==> config.mk <==
export PLATFORM = sky130hd
export DESIGN_NAME = zion_issue_ctrl
export DESIGN_NICKNAME = d
export VERILOG_FILES = /design/src/rtl/zion_issue_ctrl.sv
export SDC_FILE = /design/constraint.sdc
export NUM_CORES = 1
export LEC_CHECK = 0
export ABC_CLOCK_PERIOD_IN_PS = 5350
export CAP_MARGIN = 20
export CORE_MARGIN = 3
export CORE_UTILIZATION = 51
export CTS_CLUSTER_SIZE = 12
export DETAILED_ROUTE_END_ITERATION = 16
export PLACE_DENSITY_LB_ADDON = 0.05
export SETUP_SLACK_MARGIN = 0.2
export SLEW_MARGIN = 20
export SYNTH_ARGS = -nofsm -noshare
export SYNTH_HDL_FRONTEND = slang
export SYNTH_SLANG_ARGS = --single-unit
==> constraint.sdc <==
create_clock -name clk -period 5.35 [get_ports clk]
set_clock_uncertainty 0.05 [all_clocks]
set_input_delay 0.535 -clock clk [delete_from_list [all_inputs] [get_ports clk]]
set_output_delay 0.535 -clock clk [all_outputs]
set_load 0.005 [all_outputs]
==> src/rtl/zion_issue_ctrl.sv <==
// zion_issue_ctrl: single-entry issue stage with a register scoreboard and saturating stall counter.
// Optional feature: define ZION_ISSUE_WB_BYPASS_EN to let a same-cycle writeback release a hazard.
module zion_issue_ctrl #(
  parameter int RF_NUM  = 32,
  parameter int STALL_W = 16
) (
  input  logic               clk,
  input  logic               rst_n,
  input  logic               id_valid,
  output logic               id_ready,
  input  logic [2:0]         id_unit,
  input  logic [4:0]         id_op,
  input  logic [3:0]         id_mop,
  input  logic [4:0]         id_rs1,
  input  logic [4:0]         id_rs2,
  input  logic [4:0]         id_rd,
  input  logic [1:0]         id_s1src,
  input  logic [1:0]         id_s2src,
  input  logic [31:0]        id_ins,
  output logic [2:0]         iss_valid,
  input  logic [2:0]         iss_ready,
  output logic [4:0]         iss_op,
  output logic [3:0]         iss_mop,
  output logic [4:0]         iss_rs1,
  output logic [4:0]         iss_rs2,
  output logic [4:0]         iss_rd,
  output logic [1:0]         iss_s1src,
  output logic [1:0]         iss_s2src,
  output logic [31:0]        iss_ins,
  input  logic               wb_valid,
  input  logic [4:0]         wb_rd,
  input  logic               flush,
  output logic [RF_NUM-1:0]  sb_busy,
  output logic [STALL_W-1:0] stall_cnt
);

  localparam logic [1:0] SrcInt = 2'd2;

  typedef enum logic {
    Empty,
    Held
  } stateT;

  stateT             state;
  stateT             stateNext;
  logic [2:0]        heldUnit;
  logic [RF_NUM-1:0] busyView;
  logic [RF_NUM-1:0] setVec;
  logic [RF_NUM-1:0] clrVec;
  logic [RF_NUM-1:0] busyNext;
  logic              hazard;
  logic              execUnit;
  logic              fire;
  logic              retire;
  logic              leave;
  logic              load;

  // Scoreboard update vectors; register 0 is never tracked.
  always_comb begin
    setVec = '0;
    clrVec = '0;
    if (wb_valid && (wb_rd != 5'd0)) begin
      clrVec[wb_rd] = 1'b1;
    end
    if (fire && (iss_rd != 5'd0)) begin
      setVec[iss_rd] = 1'b1;
    end
    busyNext    = (sb_busy & ~clrVec) | setVec;
    busyNext[0] = 1'b0;
  end

  // Hazard view of the scoreboard, optionally releasing the register being written back now.
  always_comb begin
`ifdef ZION_ISSUE_WB_BYPASS_EN
    busyView = sb_busy & ~clrVec;
`else
    busyView = sb_busy;
`endif
    hazard = ((iss_s1src == SrcInt) && (iss_rs1 != 5'd0) && busyView[iss_rs1]) ||
             ((iss_s2src == SrcInt) && (iss_rs2 != 5'd0) && busyView[iss_rs2]) ||
             ((iss_rd != 5'd0) && busyView[iss_rd]);
  end

  always_comb begin
    iss_valid = 3'b000;
    execUnit  = (heldUnit == 3'd1) || (heldUnit == 3'd2) || (heldUnit == 3'd3);
    if ((state == Held) && !hazard && !flush) begin
      case (heldUnit)
        3'd1:    iss_valid = 3'b001;
        3'd2:    iss_valid = 3'b010;
        3'd3:    iss_valid = 3'b100;
        default: iss_valid = 3'b000;
      endcase
    end
    fire     = |(iss_valid & iss_ready);
    // Non-executing instructions drain once their operands are clear, with no scoreboard effect.
    retire   = (state == Held) && !hazard && !flush && !execUnit;
    leave    = fire || retire;
    id_ready = rst_n && ((state == Empty) || leave) && !flush;
    load     = id_valid && id_ready;
  end

  always_comb begin
    stateNext = state;
    if (flush) begin
      stateNext = Empty;
    end else if (load) begin
      stateNext = Held;
    end else if (leave) begin
      stateNext = Empty;
    end
  end

  always_ff @(posedge clk or negedge rst_n) begin
    if (!rst_n) begin
      state     <= Empty;
      sb_busy   <= '0;
      stall_cnt <= '0;
    end else begin
      state   <= stateNext;
      sb_busy <= busyNext;
      if ((state == Held) && hazard && (stall_cnt != '1)) begin
        stall_cnt <= stall_cnt + STALL_W'(1);
      end
    end
  end

  // Held fields only change on acceptance, so they stay stable while waiting on a unit.
  always_ff @(posedge clk or negedge rst_n) begin
    if (!rst_n) begin
      heldUnit  <= '0;
      iss_op    <= '0;
      iss_mop   <= '0;
      iss_rs1   <= '0;
      iss_rs2   <= '0;
      iss_rd    <= '0;
      iss_s1src <= '0;
      iss_s2src <= '0;
      iss_ins   <= '0;
    end else if (load) begin
      heldUnit  <= id_unit;
      iss_op    <= id_op;
      iss_mop   <= id_mop;
      iss_rs1   <= id_rs1;
      iss_rs2   <= id_rs2;
      iss_rd    <= id_rd;
      iss_s1src <= id_s1src;
      iss_s2src <= id_s2src;
      iss_ins   <= id_ins;
    end
  end

endmodule

==> metrics <==
outcome completed; clk sinks 111; Total Wirelength 16.2 mm; Syn Std Cell Area 0.00590 mm²; Max FO, Critical Path 51; most common cell after layout, fill and taps aside clkdlybuf4s50_1; most frequent cells in the layout clkdlybuf4s50_1 (185), dfrtp_1 (111), mux2_4 (60), o21ai_0 (35), o41ai_1 (32); worst slack at placement 1.43 ns; post-synthesis mux area share 0.250; total gr overflow 0; final hold violation count 0; Critical R2R Launch iss_rd[1]$_DFFE_PN0P_; syn nets 554; P&R area growth vs syn 37.0%; Slew HR 0.446; Ys Warns 0; Final GP Congestion 0.944; CTS tree done; I/O Buffers 186; CP max-delay cell dfrtp_1; H-tree levels 3; setup TNS 0 ns; Period minus WS final 4.31 ns; WL/cell 20.5 µm; Post-Synthesis Cells 477; Root Buffer clkbuf_16; core area 0.0111 mm²; Max-Cap Viols 0; setup bufs post-CTS 0; CP endpoint kind output port; die area 0.0129 mm²; #FFs+latches synth 111; share of post-route cells with drive strength above 1 0.168; Setup Viol. Count Final 0; post-route ant nets 0; Pleak 3.45 nW; Initial Util 0.532; CP Cell Sequence mux4_2, a22o_1, a2111oi_2, and4_1, o211ai_1, buf_4, o21ai_0, and2_1, clkdlybuf4s50_1; WS Path Type reg2out; Worst setup SP type flop; CP Launch Point iss_rd[1]$_DFFE_PN0P_; number of enable flip-flop cells after synthesis 0; largest net degree at the start of global routing 60; Post-Synth Simple-Gate Area 0.115; setup ws final 1.04 ns; largest family of logic cells by synthesized area multiplexers; delay-heaviest family, CP flip-flops; Slew Limit Fails 0; post-CTS sizing 0; number of DRC violations after detailed routing 0; Peak VDD IR 0.000292 V; RSZ-0062 raised after global routing no; Final Power 3.77 mW; I/O Pins 188; Hold Slack 0.152 ns; Adder-Cell Fraction of Synth Area 0.00212; TritonCTS buffer count 9; total track usage 0.249; Tightest Hold Check Type in2async; WP buf/inv 2; ys flop type dfrtp_1; r2r setup slk 1.39 ns; Compound-Gate Fraction of Synth Area 0.104; worst path required time 4.76 ns; Cell Rows 38; via count 4806; max incr delay on CP 0.89 ns; Vias/cell 6.08; Die X 114 µm; Pwr Density 467 mW/mm²; Post-synth ARST share 1.00; router iterations before antenna repair 6; R2R Path End iss_op[0]$_DFFE_PN0P_; number of global-route vias before repair 4733; Worst Max-Slew Pin Slew 0.830 ns; sequential-to-total area share from yosys stat 0.471; Reg2Reg Depth 9; Max Buffers Root-to-Sink 2; Starting DRT DRC Count 574; fillers 765; FMAX 232 MHz; Tcrit/Tclk final 0.806; post-synthesis xor/xnor area fraction 0.0208; DP Wirelength 11.7 mm; die height 114 µm; critical path data arrival time 3.73 ns; footprint of the multi-input gates 0.00291 mm²; Distinct cells, synth 52; n_diodes 0; register area 0.00278 mm²; wire length of the first global-routing pass 25.3 mm; average size of a mapped cell 12.4 µm²; Clock Pin Slew Worst Setup and Hold Paths 0.08 ns; antenna violations before repair 0; Final nets 722; latest clock arrival within the worst-skew pair 0.36 ns; hold buffer count at CTS 0
-- state kept, by name, summed over array words and instances (netlist names) --
name / cells
heldUnit: 3
iss_ins: 32
iss_mop: 4
iss_op: 5
iss_rd: 5
iss_rs1: 5
iss_rs2: 5
iss_s1src: 2
iss_s2src: 2
sb_busy: 31
stall_cnt: 16
state: 1
-- worst max path at each step --
| stage | end | slack (ns) | depth (start not counted) |
|---|---|---|---|
| final | id_ready | 1.04 | 9 |
| after detailed placement | iss_ins[23]$_DFFE_PN0P_ | 1.43 | 9 |
| after CTS | id_ready | 1.07 | 9 |
| after global placement | iss_ins[26]$_DFFE_PN0P_ | 1.54 | 9 |
| after floorplan | iss_valid[0] | 2.40 | 9 |
| after global routing | id_ready | 0.84 | 9 |
-- metrics by stage --
| step | area (µm²) | std cells | util |
|---|---|---|---|
| 2_1_floorplan | 5900 | 477 | - |
| 3_3_place_gp | 7780 | 774 | 0.702 |
| 3_5_place_dp | 7780 | 774 | 0.702 |
| 4_1_cts | 8070 | 790 | 0.729 |
| 5_1_grt | 8080 | 790 | 0.729 |
| 6_report | 8080 | 790 | 0.729 |
-- cells in the mapped netlist (5+ instances only) --
library cell | instances | area share
dfrtp_1 | 111 | 0.47
mux2_4 | 60 | 0.15
o21ai_0 | 35 | 0.030
o41ai_1 | 32 | 0.048
nand2_1 | 27 | 0.017
nor2_1 | 19 | 0.012
mux2i_1 | 18 | 0.031
clkbuf_1 | 16 | 0.010
nand3b_1 | 16 | 0.020
nand3_1 | 14 | 0.012
mux4_2 | 13 | 0.050
nor3_1 | 10 | 0.0085
buf_2 | 8 | 0.0068
xor2_1 | 8 | 0.012
and3_1 | 7 | 0.0074
buf_6 | 6 | 0.011
inv_1 | 6 | 0.0038
mux2_2 | 6 | 0.011
xnor2_1 | 6 | 0.0089
nor2b_1 | 5 | 0.0053
-- cells by family after synthesis --
| group | Yosys count |
|---|---|
| AO/OA/AOI/OAI | 87 |
| multiplexers | 100 |
| XOR/XNOR | 14 |
| other | 1 |
| AND/OR/NAND/NOR | 124 |
| buffers and inverters | 39 |
| adder cells (fa/ha/maj) | 1 |
| flip-flops | 111 |
-- where the power goes --
part	internal [mW]	leakage (nW)	switching, mW
combinational	1.04	1.91	0.548
clock	0.341	0.145	0.326
sequential	1.11	1.40	0.404
-- layout make-up --
cell class                 instances  area share
clock buffer                      10      0.0296
clock inverter                     6     0.00728
inverter                           6     0.00279
multi-input combinational        327       0.361
sequential                       111       0.344
tap                              140      0.0217
timing repair buffer             190       0.234
-- per-layer routing --
layer  up-vias  routed length, µm  track usage
met1      2378               6750        0.331
met2       259               7770        0.399
met5         -                  0            0
met4         0                277       0.0737
met3        32               1390       0.0732
li1       2137                  -            -
(Power assumes the default switching activity.)
==> patch 1 (config.mk and constraints unchanged) <==
Change the parameter `RF_NUM` from 32 to 16.
--- a/src/rtl/zion_issue_ctrl.sv
+++ b/src/rtl/zion_issue_ctrl.sv
@@ -3,3 +3,3 @@
 module zion_issue_ctrl #(
-  parameter int RF_NUM  = 32,
+  parameter int RF_NUM  = 16,
   parameter int STALL_W = 16
Ports: changed (resized sb_busy); port bits go from 188 to 172. No check against the original RTL was run, so the function may have changed too.
==> patch 1 against the original RTL <==
Power is 21% lower; worst setup slack gained 0.30 ns; sequential cell count fell by 16; cell count fell by 21%; global-route usage fell by 1.4 points; final area down 20%; synthesized area is 24% lower; worst hold slack worse by 0.021 ns; critical path depth down 1; non-clock buffer count fell by 16; routed wire length shrank 29%; largest cell class is now sequential cells; die area decreased by 23%.
==> patch 1: results (changes against the original RTL) <==
| Metric | Value |
|---|---|
| Overall Global Routing Usage | `23.51% (was 24.94%)` |
| Gp weighted congestion | `0.8621 (was 0.9441)` |
| Synth top area cells | `dfrtp_1, mux2_2, mux2_1 (was dfrtp_1, mux2_4, mux4_2)` |
| M3 GR Usage | `7.783% (was 7.321%)` |
| First-pass GRT wire length | `18.40 mm (was 25.30 mm)` |
| Fin nets | `594 (was 722)` |
| Non-Filler Instances | `627 (was 790)` |
| 1st-iter DRT viols | `103 (was 574)` |
| Clk slew on worst S/H paths | `0.10 ns (was 0.08 ns)` |
| Peak VDD IR | `0.3364 mV (was 0.2921 mV)` |
| Worst EP arrival | `3.43 ns (was 3.73 ns)` |
| CP max FO | `19 (was 51)` |
| Met2 WL | `5.893 mm (was 7.771 mm)` |
| DP Area | `6257 um^2 (was 7776 um^2)` |
| Sequential fraction of the synthesis area | `53.00% (was 47.10%)` |
| Pin count of the biggest net entering global routing | `54 (was 60)` |
| Metal1 wirelength | `4.492 mm (was 6.752 mm)` |
| Multi-input combinational cell area | `2012 um^2 (was 2914 um^2)` |
| Final Util | `76.89% (was 72.90%)` |
| CTS Root Cell | `clkbuf_8 (was clkbuf_16)` |
| Num sequential | `95 (was 111)` |
| Die area | `9956 um^2 (was 12,890 um^2)` |
| Non-Clock Buffer Count | `174 (was 190)` |
| Met2 track demand over resource | `39.35% (was 39.93%)` |
| DR vias/cell | `5.612 (was 6.084)` |
| Vias in the first global route | `3,664 (was 4,733)` |
| Layout cells sized above 1 | `15.71% (was 16.77%)` |
| Dpl cells | `611 (was 774)` |
| Inverters | `2 (was 6)` |
| Netlist cell types | `49 (was 52)` |
| Synth cell count leaders | `dfrtp_1, mux2_2, mux2_1, o21ai_0, xor2_1 (was dfrtp_1, mux2_4, o21ai_0, o41ai_1, nand2_1)` |
| Outcome | `completed (unchanged)` |
| Seq/total area | `36.89% (was 34.39%)` |
| Place WS | `1.713 ns (was 1.433 ns)` |
| Final HPWL DP | `8.524 mm (was 11.71 mm)` |
| DRT Pass-1 Iters | `5 (was 6)` |
| Routing usage on met1 | `28.80% (was 33.13%)` |
| Comb_multi_in | `235 (was 327)` |
| Biggest regs | `iss_ins x32, stall_cnt x16, sb_busy x15 (was iss_ins x32, sb_busy x31, stall_cnt x16)` |
| Met3 wire len | `956 um (was 1.388 mm)` |
| FILL cells | `589 (was 765)` |
| Buffering overhead | `26.83% (was 23.39%)` |
patch 1: cell types whose count changed after synthesis, sizes merged, moves of 7 or more:
cell	change
o41ai	-26
nor2	-8
o21ai	-19
mux4	-8
clkbuf	-11
dfrtp	-16
nand3	-8
mux2i	-9
and3	-7
nand3b	-14
nand2	-15
o31ai	+9
patch 1: worst paths after layout:
kind	cells past startpoint	slack, ns	to	from
min	1	0.13	iss_rd[0]	rst_n
max in group asynchronous	2	4.04	state	rst_n
min in group clk	1	0.45	stall_cnt[10]	stall_cnt[10]
min reg2reg	1	0.45	stall_cnt[10]	stall_cnt[10]
max	8	1.34	iss_valid[1]	iss_rs2[0]
max reg2reg	7	1.84	iss_ins[21]	iss_rs2[0]
patch 1: logic make-up (layout without fill, tap and decap cells):
| group | Yosys count | in the layout | share of synthesized area [%] |
|---|---|---|---|
| AOI/OAI and AO/OA | 47 | 47 | 7.671 |
| buffers and inverters | 18 | 192 | 2.148 |
| muxes | 84 | 84 | 22.09 |
| xor gates and xnor gates | 15 | 15 | 2.929 |
| DFF | 95 | 95 | 53.00 |
| other | 1 | 1 | 0.08360 |
| and+or+nand+nor | 87 | 87 | 11.80 |
| adders and majority gates | 1 | 1 | 0.2789 |
patch 1: worst max-delay path, cell delays in order (launching register included):
cell and delay (ns):
dfrtp_1 0.58, mux2_1 0.35, a2111oi_0 0.52, a2111oi_2 0.14
nor4_4 0.28, buf_4 0.27, nand2_1 0.14, nor3b_1 0.24
clkdlybuf4s50_1 0.54
patch 1: power breakdown:
part	leakage (nW)	switching [mW]	internal (mW)
Combinational	1.40	0.453	0.824
Clock	0.0952	0.268	0.189
Sequential	1.18	0.280	0.984
==> patch 2 (same settings) <==
Without the edit above. Make the reset (`rst_n`) synchronous in 2 clocked blocks.
--- a/src/rtl/zion_issue_ctrl.sv
+++ b/src/rtl/zion_issue_ctrl.sv
@@ -113,3 +113,3 @@
 
-  always_ff @(posedge clk or negedge rst_n) begin
+  always_ff @(posedge clk) begin
     if (!rst_n) begin
@@ -128,3 +128,3 @@
   // Held fields only change on acceptance, so they stay stable while waiting on a unit.
-  always_ff @(posedge clk or negedge rst_n) begin
+  always_ff @(posedge clk) begin
     if (!rst_n) begin
Formal check against the unedited RTL: differs if rst_n is asserted again (counterexample within 4 cycles, from zero or initial values and one cycle with rst_n low); with rst_n held inactive, the same outputs for 4 cycles.
==> patch 2 against the original RTL <==
Via count is 10% higher; worst setup slack got worse by 0.21 ns; synthesized area is 3.1% lower; sequential cell count unchanged; maximum frequency decreased by 4.6%; routed wire length increased by 3.8%; largest cell class unchanged; register-to-register slack gained 0.29 ns; cell count is 19% higher; utilization down 1.5 points; final area shrank 3.7%.
Power is not compared: it rests on default switching activity, and its combinational part moved more than twofold at a synthesized area within 25%.
==> patch 2: results (changes against the original RTL) <==
| Metric | Value |
|---|---|
| Synth Net Count | `711 (was 554)` |
| Synth top area cells | `dfxtp_1, mux2i_1, nand2_1 (was dfrtp_1, mux2_4, mux4_2)` |
| Overall Global Routing Usage | `26.62% (was 24.94%)` |
| Routing usage on met1 | `33.52% (was 33.13%)` |
| Pin count of the biggest net entering global routing | `61 (was 60)` |
| Clk slew on worst S/H paths | `0.10 ns (was 0.08 ns)` |
| Dpl cells | `926 (was 774)` |
| Transition time of the tightest slew-check pin | `0.8613 ns (was 0.8303 ns)` |
| Register-to-Register Path Depth | `8 (was 9)` |
| 1st-iter DRT viols | `470 (was 574)` |
| CP max stage delay | `0.73 ns (was 0.89 ns)` |
| Ys async rst share | `0% (was 100.0%)` |
| Netlist cell types | `62 (was 52)` |
| CTS Root Cell | `clkbuf_8 (was clkbuf_16)` |
| Worst min path class | `reg -> reg (was in -> async)` |
| Outcome | `completed (unchanged)` |
| M3 GR Usage | `6.522% (was 7.321%)` |
| Layout cells sized above 1 | `7.107% (was 16.77%)` |
| Vias in the first global route | `5,371 (was 4,733)` |
| Final HPWL DP | `12.79 mm (was 11.71 mm)` |
| CP top delay family | `simple AND/OR/NAND/NOR gates (was flip-flops)` |
| Adder-Cell Fraction of Synth Area | `0.2189% (was 0.2122%)` |
| Non-Filler Instances | `942 (was 790)` |
| Metal1 wirelength | `6.744 mm (was 6.752 mm)` |
| Mux contribution to synthesized area | `20.64% (was 25.02%)` |
| Main flop type after synthesis | `dfxtp_1 (was dfrtp_1)` |
| Compound-cell area share of the yosys netlist | `12.06% (was 10.44%)` |
## patch 2: worst reg2reg max path: stages (launching register included)
cell and delay (ns):
dfxtp_1 0.73, mux4_1 0.36, nor2b_1 0.04, or3_1 0.36, a32oi_2 0.36, nor4_2 0.17, a21oi_4 0.72, buf_4 0.49
mux2i_1 0.31
## patch 2: power by group through the flow
| stage | logic, mW | clock network (mW) | registers [mW] |
|---|---|---|---|
| 3_3_place_gp | 0.336 | 0 | 0.958 |
| 6_report | 0.342 | 0.503 | 0.945 |
| 5_1_grt | 0.370 | 0.540 | 0.955 |
| 4_1_cts | 0.345 | 0.514 | 0.944 |
| 3_5_place_dp | 0.343 | 0 | 0.964 |
| 2_1_floorplan | 0.185 | 0 | 0.934 |
## patch 2: worst paths after layout
check | start | endpoint | slack (ns)
setup reg to reg | iss_rs2[0] | iss_ins[7] | 1.68
hold reg to reg | iss_ins[15] | iss_ins[15] | 0.42
setup / recovery | iss_rs2[0] | iss_valid[0] | 0.83
hold / removal | iss_ins[15] | iss_ins[15] | 0.42
## patch 2: per-stage QoR
step	setup slack, ns	hold slack, ns	cell area, um^2
final	0.8288	0.4159	7779
after global routing	0.6206	0.4407	7779
after CTS	0.7910	0.4188	7767
after detailed placement	1.201	0.4033	7574
after global placement	1.301	0.3938	7574
after floorplan	2.057	0.4044	5717
## patch 2: final cells by class
class                           instances  area [um^2]  share of cell area, %
Clock buffer                            9        123.9                  1.592
Clock inverter                          6        70.07                 0.9008
Inverter                               71        266.5                  3.426
Multi-Input combinational cell        415         3028                  38.93
Sequential cell                       111         2222                  28.57
Tap cell                              140        175.2                  2.252
Timing Repair Buffer                  190         1893                  24.34
